File: src/rtl/dmem_arb_pkg.sv
// Shared definitions for the data-memory port arbiter.
//   ADDR_W / DATA_W : word address and data widths of the 256x16 memory
//   PORT_CPU / PORT_DBG : bit positions of each requester in req/gnt vectors
//   arb_state_e : arbiter FSM encoding (also exported on OwnerOut)
package dmem_arb_pkg;

    localparam int unsigned ADDR_W   = 8;
    localparam int unsigned DATA_W   = 16;

    localparam int unsigned PORT_CPU = 0;
    localparam int unsigned PORT_DBG = 1;

    typedef enum logic [1:0] {
        ST_ARB    = 2'b00,
        ST_LOCKED = 2'b01,
        ST_DRAIN  = 2'b10
    } arb_state_e;

endpackage

File: src/rtl/dmem_port_arbiter_rr_pick2.sv
// Two-way round-robin picker.
//   req  : request vector, bit PORT_CPU / PORT_DBG
//   last : port granted most recently (0 = CPU, 1 = Dbg)
//   gnt  : one-hot-or-zero grant; on contention the port other than last wins
module rr_pick2
    import dmem_arb_pkg::*;
(
    input  logic [1:0] req,
    input  logic       last,
    output logic [1:0] gnt
);

    always_comb begin
        gnt = '0;
        if (req[PORT_CPU] && req[PORT_DBG]) begin
            if (last == 1'(PORT_DBG)) begin
                gnt[PORT_CPU] = 1'b1;
            end else begin
                gnt[PORT_DBG] = 1'b1;
            end
        end else begin
            gnt = req;
        end
    end

endmodule

File: src/rtl/dmem_port_arbiter.sv
// Arbitrates a CPU port and a debug-loader port onto one single-port
// 256x16 data memory, one command per cycle.
//   Clk, Rst                  : clock, synchronous active-high reset
//   Cpu*                      : CPU request/write/address/data, grant, read return
//   Dbg*                      : debug request/write/lock/address/data, grant, read return
//   MemAddr/MemWData/MemWrite : memory command of the granted port (zero when idle)
//   MemRData                  : registered memory read data (1-cycle latency)
//   OwnerOut                  : current FSM state
module dmem_port_arbiter
    import dmem_arb_pkg::*;
(
    input  logic              Clk,
    input  logic              Rst,
    input  logic              CpuReq,
    input  logic              CpuWr,
    input  logic [ADDR_W-1:0] CpuAddr,
    input  logic [DATA_W-1:0] CpuWData,
    output logic              CpuGnt,
    output logic              CpuRValid,
    output logic [DATA_W-1:0] CpuRData,
    input  logic              DbgReq,
    input  logic              DbgWr,
    input  logic              DbgLock,
    input  logic [ADDR_W-1:0] DbgAddr,
    input  logic [DATA_W-1:0] DbgWData,
    output logic              DbgGnt,
    output logic              DbgRValid,
    output logic [DATA_W-1:0] DbgRData,
    output logic [ADDR_W-1:0] MemAddr,
    output logic [DATA_W-1:0] MemWData,
    output logic              MemWrite,
    input  logic [DATA_W-1:0] MemRData,
    output logic [1:0]        OwnerOut
);

    arb_state_e        state_q, state_d;
    logic              last_q, last_d;
    logic [1:0]        rd_pend_q, rd_pend_d;
    logic [DATA_W-1:0] cpu_hold_q, dbg_hold_q;
    logic [1:0]        req, rr_gnt, gnt, rvalid;

    assign req[PORT_CPU] = CpuReq;
    assign req[PORT_DBG] = DbgReq;

    rr_pick2 u_rr (
        .req  (req),
        .last (last_q),
        .gnt  (rr_gnt)
    );

    always_comb begin
        gnt     = '0;
        state_d = state_q;
        last_d  = last_q;
        if (!Rst) begin
            case (state_q)
                ST_ARB: begin
                    gnt = rr_gnt;
                    if (gnt[PORT_DBG] && DbgLock) state_d = ST_LOCKED;
                end
                ST_LOCKED: begin
                    gnt[PORT_DBG] = DbgReq;
                    if (!DbgLock) state_d = ST_DRAIN;
                end
                ST_DRAIN: begin
                    // CPU starved while locked, so it gets first pick here.
                    if (CpuReq) gnt[PORT_CPU] = 1'b1;
                    else        gnt[PORT_DBG] = DbgReq;
                    state_d = ST_ARB;
                end
                default: state_d = ST_ARB;
            endcase
            if (gnt[PORT_CPU])      last_d = 1'(PORT_CPU);
            else if (gnt[PORT_DBG]) last_d = 1'(PORT_DBG);
        end
        rd_pend_d[PORT_CPU] = gnt[PORT_CPU] & ~CpuWr;
        rd_pend_d[PORT_DBG] = gnt[PORT_DBG] & ~DbgWr;
    end

    always_comb begin
        MemAddr  = '0;
        MemWData = '0;
        MemWrite = 1'b0;
        if (gnt[PORT_CPU]) begin
            MemAddr  = CpuAddr;
            MemWData = CpuWData;
            MemWrite = CpuWr;
        end else if (gnt[PORT_DBG]) begin
            MemAddr  = DbgAddr;
            MemWData = DbgWData;
            MemWrite = DbgWr;
        end
    end

    // A read granted just before reset must not surface during the reset cycle.
    assign rvalid    = rd_pend_q & {2{~Rst}};
    assign CpuGnt    = gnt[PORT_CPU];
    assign DbgGnt    = gnt[PORT_DBG];
    assign CpuRValid = rvalid[PORT_CPU];
    assign DbgRValid = rvalid[PORT_DBG];
    // Read data passes straight from the memory register when valid,
    // otherwise the last returned word is held.
    assign CpuRData  = rvalid[PORT_CPU] ? MemRData : cpu_hold_q;
    assign DbgRData  = rvalid[PORT_DBG] ? MemRData : dbg_hold_q;
    assign OwnerOut  = state_q;

    always_ff @(posedge Clk) begin
        if (Rst) begin
            state_q    <= ST_ARB;
            last_q     <= 1'(PORT_DBG);
            rd_pend_q  <= '0;
            cpu_hold_q <= '0;
            dbg_hold_q <= '0;
        end else begin
            state_q   <= state_d;
            last_q    <= last_d;
            rd_pend_q <= rd_pend_d;
            if (rvalid[PORT_CPU]) cpu_hold_q <= MemRData;
            if (rvalid[PORT_DBG]) dbg_hold_q <= MemRData;
        end
    end

endmodule
File: config.mk
export PLATFORM = sky130hd
export DESIGN_NAME = dmem_port_arbiter
export DESIGN_NICKNAME = d
export VERILOG_FILES = /design/src/rtl/dmem_arb_pkg.sv /design/src/rtl/dmem_port_arbiter_rr_pick2.sv /design/src/rtl/dmem_port_arbiter.sv
export SDC_FILE = /design/constraint.sdc
export NUM_CORES = 1
export LEC_CHECK = 0
export ABC_AREA = 0
export BUFFER_PORTS_ARGS = -buffer_cell sky130_fd_sc_hd__buf_2
export CORE_MARGIN = 2
export CORE_UTILIZATION = 38
export DETAILED_ROUTE_END_ITERATION = 8
export HOLD_SLACK_MARGIN = 0.03
export PLACE_DENSITY_LB_ADDON = 0.25
export SYNTH_ARGS = -nofsm -noshare
export SYNTH_HDL_FRONTEND = slang
export SYNTH_SLANG_ARGS = --single-unit
File: constraint.sdc
create_clock -name Clk -period 1.9 [get_ports Clk]
set_input_delay 0.38 -clock Clk [delete_from_list [all_inputs] [get_ports Clk]]
set_output_delay 0.38 -clock Clk [all_outputs]
set_load 0.005 [all_outputs]
==> results of run 1 <==
==> worst register-to-register path: stages, from the launching register on <==
cell      delay, ps
dfxtp_4         370
nand2b_4        160
a211oi_4        190
buf_4           150
buf_6           110
buf_4           100
and2b_1         110
==> cells in the mapped netlist (2+ instances only) <==
library cell / n
mux2_2: 14
dfxtp_1: 37
a32o_2: 13
mux2i_1: 32
buf_6: 3
a32o_1: 12
nor2_1: 32
mux2_1: 18
nor4b_1: 2
buf_2: 11
clkbuf_1: 2
buf_4: 2
nor2b_1: 3
==> worst paths after layout <==
| path | endpoint | slack [ps] |
|---|---|---|
| max | MemAddr[6] | -2 |
| min | OwnerOut[1] | 260 |
| min reg2reg | OwnerOut[1] | 480 |
| max reg2reg | rd_pend_q[0] | 650 |
==> cells in the final DEF, fill, tap and decap left out, types with 2 or more instances in the layout <==
master      n
a32o_1     11
a32o_2     14
buf_12      2
buf_2     133
buf_4      13
buf_6       6
clkbuf_8    7
dfxtp_1    34
dfxtp_4     3
mux2_1     18
mux2_2     14
mux2i_1    32
nor2_1     32
nor2b_2     3
nor4b_1     2
==> final cells by class <==
class                      instances  area, µm²
fill                             482       2160
multi-input combinational        139       1230
timing repair buffer             154        871
sequential                        37        752
clock buffer                       7       96.3
tap                               70       87.6
clock inverter                     1       5.00
inverter                           1       3.75
==> what timing repair did <==
item                                   in CTS  in global routing
pin swaps                                   1                 11
gates cloned                                1                  1
setup endpoints to repair                  25                 34
resized for setup                           7                 11
buffers inserted                            0                  5
endpoints found under the hold margin       0                  0
==> registers in the layout, indices dropped and copies added, names as in the netlist <==
register,cells
last_q,1
cpu_hold_q,16
dbg_hold_q,16
rd_pend_q,2
OwnerOut,2
==> logic make-up after synthesis <==
group | after synthesis
multiplexers | 64
AO/OA/AOI/OAI | 31
buffers and inverters | 20
AND/OR/NAND/NOR | 44
flip-flops | 37
==> power by group through the flow <==
stage	Clock, µW	Combinational (µW)	Sequential, µW
floorplan	0	209	829
global placement	0	399	832
detailed placement	0	404	833
CTS	614	411	815
global route	650	462	818
finish	590	423	814
==> layer usage <==
| layer | global-route usage | vias up |
|---|---|---|
| li1 | - | 1018 |
| met1 | 0.207 | 965 |
| met2 | 0.326 | 87 |
| met3 | 0.0593 | 8 |
| met4 | 0.0632 | 0 |
| met5 | 0 | - |
==> through the flow <==
| stage | setup TNS, ps | hold WS, ps | util | instance area (µm²) | setup slack, ps |
|---|---|---|---|---|---|
| global route | -1210 | 253 | 0.586 | 3050 | -75.0 |
| floorplan | 0 | 453 | - | 2080 | 280 |
| CTS | 0 | 249 | 0.571 | 2970 | 3.89 |
| global placement | 0 | 466 | 0.547 | 2850 | 171 |
| finish | -2.14 | 260 | 0.586 | 3050 | -2.14 |
| detailed placement | 0 | 478 | 0.547 | 2850 | 165 |
==> results.json, run 1 <==
{
  "status": "complete, but fails checks",
  "violations": "negative setup slack",
  "synth_compound_area_frac": 0.158,
  "powerDensity_nw_per_um2": 599,
  "cp_data_arrival_time_ps": 1520,
  "min_period_over_period": 1.00,
  "drc": 0,
  "highest_layer": "met4",
  "grt_pass1_vias": 1949,
  "path_common_cell": "buf_6",
  "finalSetupViolations": 1,
  "cp.depth": 6,
  "hp-class": "input pin to flip-flop",
  "drt-met1-wl_um": 2230,
  "slew_headroom": 0.810,
  "reg2reg_from": "OwnerOut[0]",
  "netSwitchingFraction": 0.255,
  "met3WireLength_um": 454,
  "wl_per_cell_um": 13.9,
  "wl_met2_um": 2890,
  "synthMuxAreaShare": 0.328,
  "tightestPinTransition_ps": 284,
  "ioPinCount": 134,
  "dp_cells": 394,
  "wl_um": 5670,
  "slowest_stage": "dfxtp_4",
  "setup_slack_ps": -2.14,
  "vdd_drop_max_uv": 258,
  "clk_path_buf_depth": 2,
  "hold_start": "DbgLock",
  "rsz0062_at_grt": "yes",
  "dieArea_um2": 6080,
  "min_path_cells": 2,
  "start_util": 0.399,
  "synth-edff-count": 0,
  "max-cap-violations": 0,
  "drtIter0Drc": 47,
  "crit_path_start_kind": "flip-flop",
  "critical_path.cell_chain": "nand2b_4, a211oi_4, buf_6, buf_6, a32o_2, buf_2",
  "p_leak_uw": 0.00159,
  "vias": 2078,
  "ys_seq_area_frac": 0.356,
  "n_antenna_cell": 0,
  "yosysWarnings": 0,
  "numClockSinks": 37,
  "grt_usage": 0.184,
  "slew_viol_final": 0,
  "vias_per_cell": 5.08,
  "crit_type": "flip-flop to output port",
  "area_growth_pct": 46.7,
  "synth_nets": 267,
  "synthAdderAreaFrac": 0,
  "dpl.hpwl_um": 4250,
  "cts_tree": "yes",
  "reg2regPathDepth": 6,
  "finalHoldViolations": 0,
  "h-tree-depth": 2,
  "cts_hold_buf": 0,
  "ys_ff_latch": 37,
  "drive_gt1_frac": 0.593,
  "ant_nets": 0,
  "drtPass1Iterations": 4,
  "p_int_uw": 1360,
  "synth_cell_types": 28,
  "yosys.area.top_type": "dfxtp_1",
  "die_x_um": 78.0,
  "die_h_um": 78.0,
  "synth-xor-area-share": 0,
  "clkTransAtPathRegs_ps": 70,
  "cts_root_buf": "clkbuf_8",
  "syn_inst": 196,
  "numCtsBuffers": 5,
  "timing.fmax_mhz": 526,
  "critPathLaunch": "OwnerOut[0]",
  "async_reset_ff_frac": 0,
  "grt_max_degree": 28,
  "portBuffers": 133,
  "crit_path_end_kind": "output port",
  "antenna_found_initial": 0,
  "total_power_uw": 1830,
  "fp-row-count": 26,
  "slowest_delay_ps": 370,
  "p_comb_frac": 0.231,
  "grt_first_pass_wirelength_um": 8990,
  "num-nets-final": 409,
  "finalClockSkew_ps": 5.49,
  "synth_top_area_frac": 0.356,
  "pwr-share-seq": 0.446,
  "synth_area_leaders": "dfxtp_1 (36%), mux2i_1 (15%), mux2_1 (9.8%)",
  "crit_fanout": 7,
  "cp_data_required_time_ps": 1520,
  "syn_area_per_cell_um2": 10.6,
  "final_cells": 409,
  "synth_top_family_by_area": "multiplexers",
  "synthFlopType": "dfxtp_1",
  "worstSkewPairLatency_ps": 290,
  "pwr-share-clk": 0.323,
  "synth_simple_gate_area_frac": 0.101,
  "p_sw_uw": 465,
  "gp_congestion": 0.804,
  "overflow": 0,
  "critPathBufInv": 3,
  "finalCriticalPeriod_ps": 1900,
  "netlist_area_um2": 2080,
  "critPathTopFamily": "buffers and inverters",
  "core_area_um2": 5200
}
Power figures use the tool's default switching activity.
==> inputs of run 2 (changes only) <==
--- a/config.mk
+++ b/config.mk
@@ -10,6 +10,7 @@
 export CORE_MARGIN = 2
 export CORE_UTILIZATION = 38
 export DETAILED_ROUTE_END_ITERATION = 8
+export GPL_TIMING_DRIVEN = 1
 export HOLD_SLACK_MARGIN = 0.03
 export PLACE_DENSITY_LB_ADDON = 0.25
 export SYNTH_ARGS = -nofsm -noshare
==> constraint.sdc (replaced) <==
create_clock -name Clk -period 1.9 [get_ports Clk]
set_input_delay 0.38 -clock Clk [delete_from_list [all_inputs] [get_ports Clk]]
set_output_delay 0.38 -clock Clk [all_outputs]
set_load 0.01 [all_outputs]
==> results.json, run 2 (synthesis results as in run 1) <==
{
  "critPathLaunch": "OwnerOut[0]",
  "netSwitchingFraction": 0.250,
  "clkTransAtPathRegs_ps": 60,
  "dpl.hpwl_um": 4110,
  "vdd_drop_max_uv": 314,
  "grt_pass1_vias": 1931,
  "r2r_slack_ps": 760,
  "core_area_um2": 5200,
  "hold_start": "DbgLock",
  "cp_data_arrival_time_ps": 1510,
  "num-nets-final": 406,
  "portBuffers": 133,
  "area_growth_pct": 47.7,
  "slew_viol_final": 0,
  "drtIter0Drc": 46,
  "timing.fmax_mhz": 529,
  "worstSkewPairLatency_ps": 280,
  "hold_end": "OwnerOut[1]",
  "powerDensity_nw_per_um2": 637,
  "crit_path_end_kind": "output port",
  "reg2reg_from": "OwnerOut[0]",
  "start_util": 0.399,
  "overflow": 0,
  "p_sw_uw": 490,
  "crit-reg2reg-capture": "rd_pend_q[0]",
  "final_cell_mix": "buf_2 (132), dfxtp_1 (34), mux2i_1 (32), nor2_1 (32), mux2_1 (18)",
  "ant_nets": 0,
  "finalHoldViolations": 0,
  "pwr-share-seq": 0.416,
  "holdWs_ps": 258,
  "vias_per_cell": 4.90,
  "grt_first_pass_wirelength_um": 8790,
  "fp-row-count": 26,
  "rsz0062_at_grt": "yes",
  "clk_path_buf_depth": 2,
  "crit_path_start_kind": "flip-flop",
  "finalSetupViolations": 0,
  "layout_commonest_cell": "buf_2",
  "numClockSinks": 37,
  "max-cap-violations": 0,
  "finalClockSkew_ps": 5.76,
  "vias": 1991,
  "numCtsBuffers": 5,
  "wl_um": 5620,
  "drive_gt1_frac": 0.595,
  "status": "finished clean",
  "n_antenna_cell": 0,
  "die_x_um": 78.0,
  "antenna_found_initial": 0,
  "h-tree-depth": 2,
  "p_comb_frac": 0.232,
  "p_int_uw": 1470,
  "die_h_um": 78.0,
  "gp_congestion": 0.774,
  "hp-class": "input pin to flip-flop",
  "critical_path.cell_chain": "nand2b_4, a211oi_4, buf_4, buf_12, a32o_1, buf_2",
  "dieArea_um2": 6080,
  "slowest_stage": "dfxtp_2",
  "dp_cells": 393,
  "ioPinCount": 134,
  "grt_max_degree": 28,
  "drc": 0,
  "min_period_over_period": 0.995,
  "cp_data_required_time_ps": 1520,
  "tightestPinTransition_ps": 291,
  "cts_root_buf": "clkbuf_8",
  "slew_headroom": 0.806,
  "cts_tree": "yes",
  "reg2regPathDepth": 5,
  "min_path_cells": 2,
  "top_regs": "cpu_hold_q (16), dbg_hold_q (16)",
  "drtPass1Iterations": 4,
  "crit_fanout": 14,
  "final_cells": 406,
  "wl_per_cell_um": 13.8,
  "finalCriticalPeriod_ps": 1890,
  "slowest_delay_ps": 340,
  "grt_usage": 0.181,
  "p_leak_uw": 0.00161,
  "pwr-share-clk": 0.351,
  "crit_type": "flip-flop to output port"
}
[run 2: layout make-up]
class	instances	area, µm²
Inverter	1	3.75
Fill cell	478	2130
Sequential cell	37	749
Tap cell	70	87.6
Clock inverter	1	30.0
Clock buffer	7	86.3
Multi-Input combinational cell	139	1240
Timing Repair Buffer	151	872
[run 2: worst max path at each step]
stage | endpoint | slack, ps
2_1_floorplan | MemWrite | 230
3_3_place_gp | DbgRData[0] | 110
3_5_place_dp | DbgRData[0] | 80
4_1_cts | MemAddr[0] | -20
5_1_grt | MemWData[7] | -70
6_report | MemWData[0] | 9
[run 2: per-stage QoR]
| stage | TNS [ps] | area (µm²) | setup slack (ps) | util | power (µW) |
|---|---|---|---|---|---|
| floorplan | 0 | 2080 | 234 | - | 1070 |
| global placement | 0 | 2850 | 105 | 0.548 | 1270 |
| detailed placement | 0 | 2850 | 82.7 | 0.548 | 1270 |
| CTS | -231 | 3040 | -18.0 | 0.584 | 1970 |
| global route | -1690 | 3070 | -74.6 | 0.590 | 2060 |
| finish | 0 | 3070 | 9.38 | 0.590 | 1960 |
[run 2: what timing repair did]
item,CTS,global route
setup endpoints to repair,26,41
pin swaps,3,1
setup buffers,2,1
gates resized for setup,11,8
gates cloned,1,1
hold buffers,0,0
[run 2: power groups by stage]
stage	combinational (µW)	clock [µW]	sequential, µW
3_3_place_gp	432	0	833
4_1_cts	455	703	815
5_1_grt	495	744	817
6_report	455	688	814
2_1_floorplan	238	0	830
3_5_place_dp	436	0	833
[run 2: critical path, delay by kind of cell, from the launching register on]
family	cells	cell delay [ps]
buffers and inverters	3	410
flip-flops	1	340
AO/OA/AOI/OAI	2	320
AND/OR/NAND/NOR	1	160
[run 2: metal layers]
layer,vias to the layer above,part of all wire,track usage
li1,1009,-,-
met1,885,0.40,0.208
met2,91,0.50,0.316
met3,6,0.091,0.0651
met4,0,0.010,0.0474
met5,-,0,0
==> inputs of run 3 (changes only) <==
--- a/config.mk
+++ b/config.mk
@@ -15,4 +15,5 @@
 export PLACE_DENSITY_LB_ADDON = 0.25
 export SYNTH_ARGS = -nofsm -noshare
 export SYNTH_HDL_FRONTEND = slang
+export SYNTH_HIERARCHICAL = 1
 export SYNTH_SLANG_ARGS = --single-unit
==> results.json, run 3 <==
{
  "status": "complete, but fails checks",
  "violations": "negative setup slack",
  "ys_seq_area_frac": 0.307,
  "p_sw_uw": 552,
  "fin_area_um2": 3420,
  "synth_cell_types": 27,
  "crit_type": "flip-flop to output port",
  "async_reset_ff_frac": 0,
  "synth_most_common_cell": "dfxtp_1",
  "rsz0062_at_grt": "yes",
  "ant_nets": 0,
  "finalSetupViolations": 27,
  "numCtsBuffers": 5,
  "drtIter0Drc": 40,
  "p_leak_uw": 0.00170,
  "finalCriticalPeriod_ps": 2160,
  "synth_area_leaders": "dfxtp_1 (31%), mux2_2 (14%), mux2i_1 (14%)",
  "crit-reg2reg-capture": "last_q",
  "dpl.hpwl_um": 4660,
  "cts_tree": "yes",
  "grt_first_pass_wirelength_um": 10200,
  "clkTransAtPathRegs_ps": 60,
  "finalClockSkew_ps": 4.22,
  "timing.fmax_mhz": 463,
  "ioPinCount": 134,
  "fp-row-count": 29,
  "hold_start": "DbgWr",
  "reg2reg_from": "last_q",
  "syn_inst": 255,
  "netlist_area_um2": 2410,
  "grt_pass1_vias": 2225,
  "p_int_uw": 1330,
  "netSwitchingFraction": 0.294,
  "vdd_drop_max_uv": 265,
  "min_period_over_period": 1.14,
  "cp_data_required_time_ps": 1520,
  "ys_top_cells_by_count": "dfxtp_1 (37), nor2_1 (35), mux2i_1 (33)",
  "final_cell_mix": "buf_2 (133), nor2_1 (35), dfxtp_1 (34)",
  "synth-edff-count": 0,
  "vias": 2330,
  "crit_fanout": 7,
  "cts_root_buf": "clkbuf_8",
  "syn_area_per_cell_um2": 9.45,
  "yosysWarnings": 6,
  "slew_viol_final": 0,
  "pwr-share-clk": 0.270,
  "setup_slack_ps": -258,
  "max-cap-violations": 0,
  "slew_headroom": 0.776,
  "grt_max_degree": 31,
  "r2r_slack_ps": 540,
  "overflow": 0,
  "h-tree-depth": 2,
  "holdWs_ps": 269,
  "drive_gt1_frac": 0.566,
  "vias_per_cell": 5.00,
  "place_area_um2": 3210,
  "final_cells": 466,
  "min_path_cells": 2,
  "synth_top_area_frac": 0.307,
  "clk_path_buf_depth": 2,
  "hold_end": "rd_pend_q[1]",
  "worstSkewPairLatency_ps": 280,
  "gp_congestion": 0.765,
  "wl_per_cell_um": 13.9,
  "antenna_found_initial": 0,
  "n_antenna_cell": 0,
  "area_growth_pct": 42.1,
  "synthFlopType": "dfxtp_1",
  "finalHoldViolations": 0,
  "dieArea_um2": 6990,
  "reg2regPathDepth": 6,
  "numClockSinks": 37,
  "drc": 0,
  "crit_path_end_kind": "output port",
  "dpl_worst_slack_ps": -148,
  "pwr-share-seq": 0.436,
  "portBuffers": 133,
  "powerDensity_nw_per_um2": 549,
  "wl_um": 6470,
  "die_h_um": 83.6,
  "num-nets-final": 459,
  "dp_cells": 457,
  "final.setup.tns_ps": -5850,
  "top_regs": "cpu_hold_q (16), dbg_hold_q (16)",
  "die_x_um": 83.6,
  "tightestPinTransition_ps": 335,
  "grt_usage": 0.176,
  "synth_nets": 326,
  "start_util": 0.386,
  "hp-class": "input pin to flip-flop",
  "drtPass1Iterations": 4,
  "core_area_um2": 6240,
  "cp_data_arrival_time_ps": 1780,
  "p_comb_frac": 0.295,
  "crit_path_start_kind": "flip-flop",
  "layout_commonest_cell": "buf_2",
  "yosys.area.top_type": "dfxtp_1",
  "ys_ff_latch": 37
}
## run 3: cells by family (layout without fill, tap and decap cells)
group | Yosys count | count (layout) | share of synthesized area
mux | 66 | 66 | 0.291
simple gates | 42 | 42 | 0.0784
flops | 37 | 37 | 0.307
compound gates | 56 | 56 | 0.222
buf+inv | 54 | 188 | 0.101
## run 3: area by class of cell
cell class	count	area (µm²)
multi-input combinational	164	1520
clock inverter	2	10.0
timing repair buffer	151	872
tap	77	96.3
clock buffer	6	72.6
fill	598	2820
inverter	29	109
sequential	37	744
## run 3: repair_timing
item | CTS | global route
resized for setup | 10 | 8
buffers inserted | 0 | 0
hold buffers | 0 | 0
cloned | 0 | 1
pin swaps | 0 | 0
endpoints found under the hold margin | 0 | 0
setup endpoints to repair | 28 | 28
## run 3: how the worst max path moves through the flow
stage                startpoint     endpoint  depth (start not counted)
finish                   last_q  MemWData[4]                          7
CTS                      last_q  MemWData[6]                          7
global placement         CpuReq     MemWrite                          7
floorplan           OwnerOut[0]  MemWData[4]                          5
detailed placement       CpuReq     MemWrite                          7
global route             last_q     MemWrite                          7
## run 3: metal layers
metal / GRT usage / wire length, µm / vias up / part of all wire
li1: - / - / 1166 / -
met1: 0.206 / 2690 / 1067 / 0.42
met2: 0.321 / 3280 / 95 / 0.51
met3: 0.0465 / 469 / 2 / 0.072
met4: 0.0425 / 35 / 0 / 0.0054
met5: 0 / 0 / - / 0
## run 3: per-stage QoR
stage               utilization  power [µW]
global placement          0.515        1350
finish                    0.549        1880
CTS                       0.538        1890
global route              0.549        2000
floorplan                     -        1140
detailed placement        0.515        1360
## run 3: power groups by stage
stage	logic (µW)	registers [µW]	clock network (µW)
2_1_floorplan	314	831	0
3_3_place_gp	516	834	0
3_5_place_dp	523	835	0
4_1_cts	544	818	531
5_1_grt	601	821	573
6_report	554	819	507
## run 3: critical path, cell delays in order (launching register included)
cell	delay, ps
dfxtp_2	350
inv_1	50
a21boi_1	140
mux2i_1	110
or2_1	270
buf_4	190
o32ai_2	230
buf_2	180
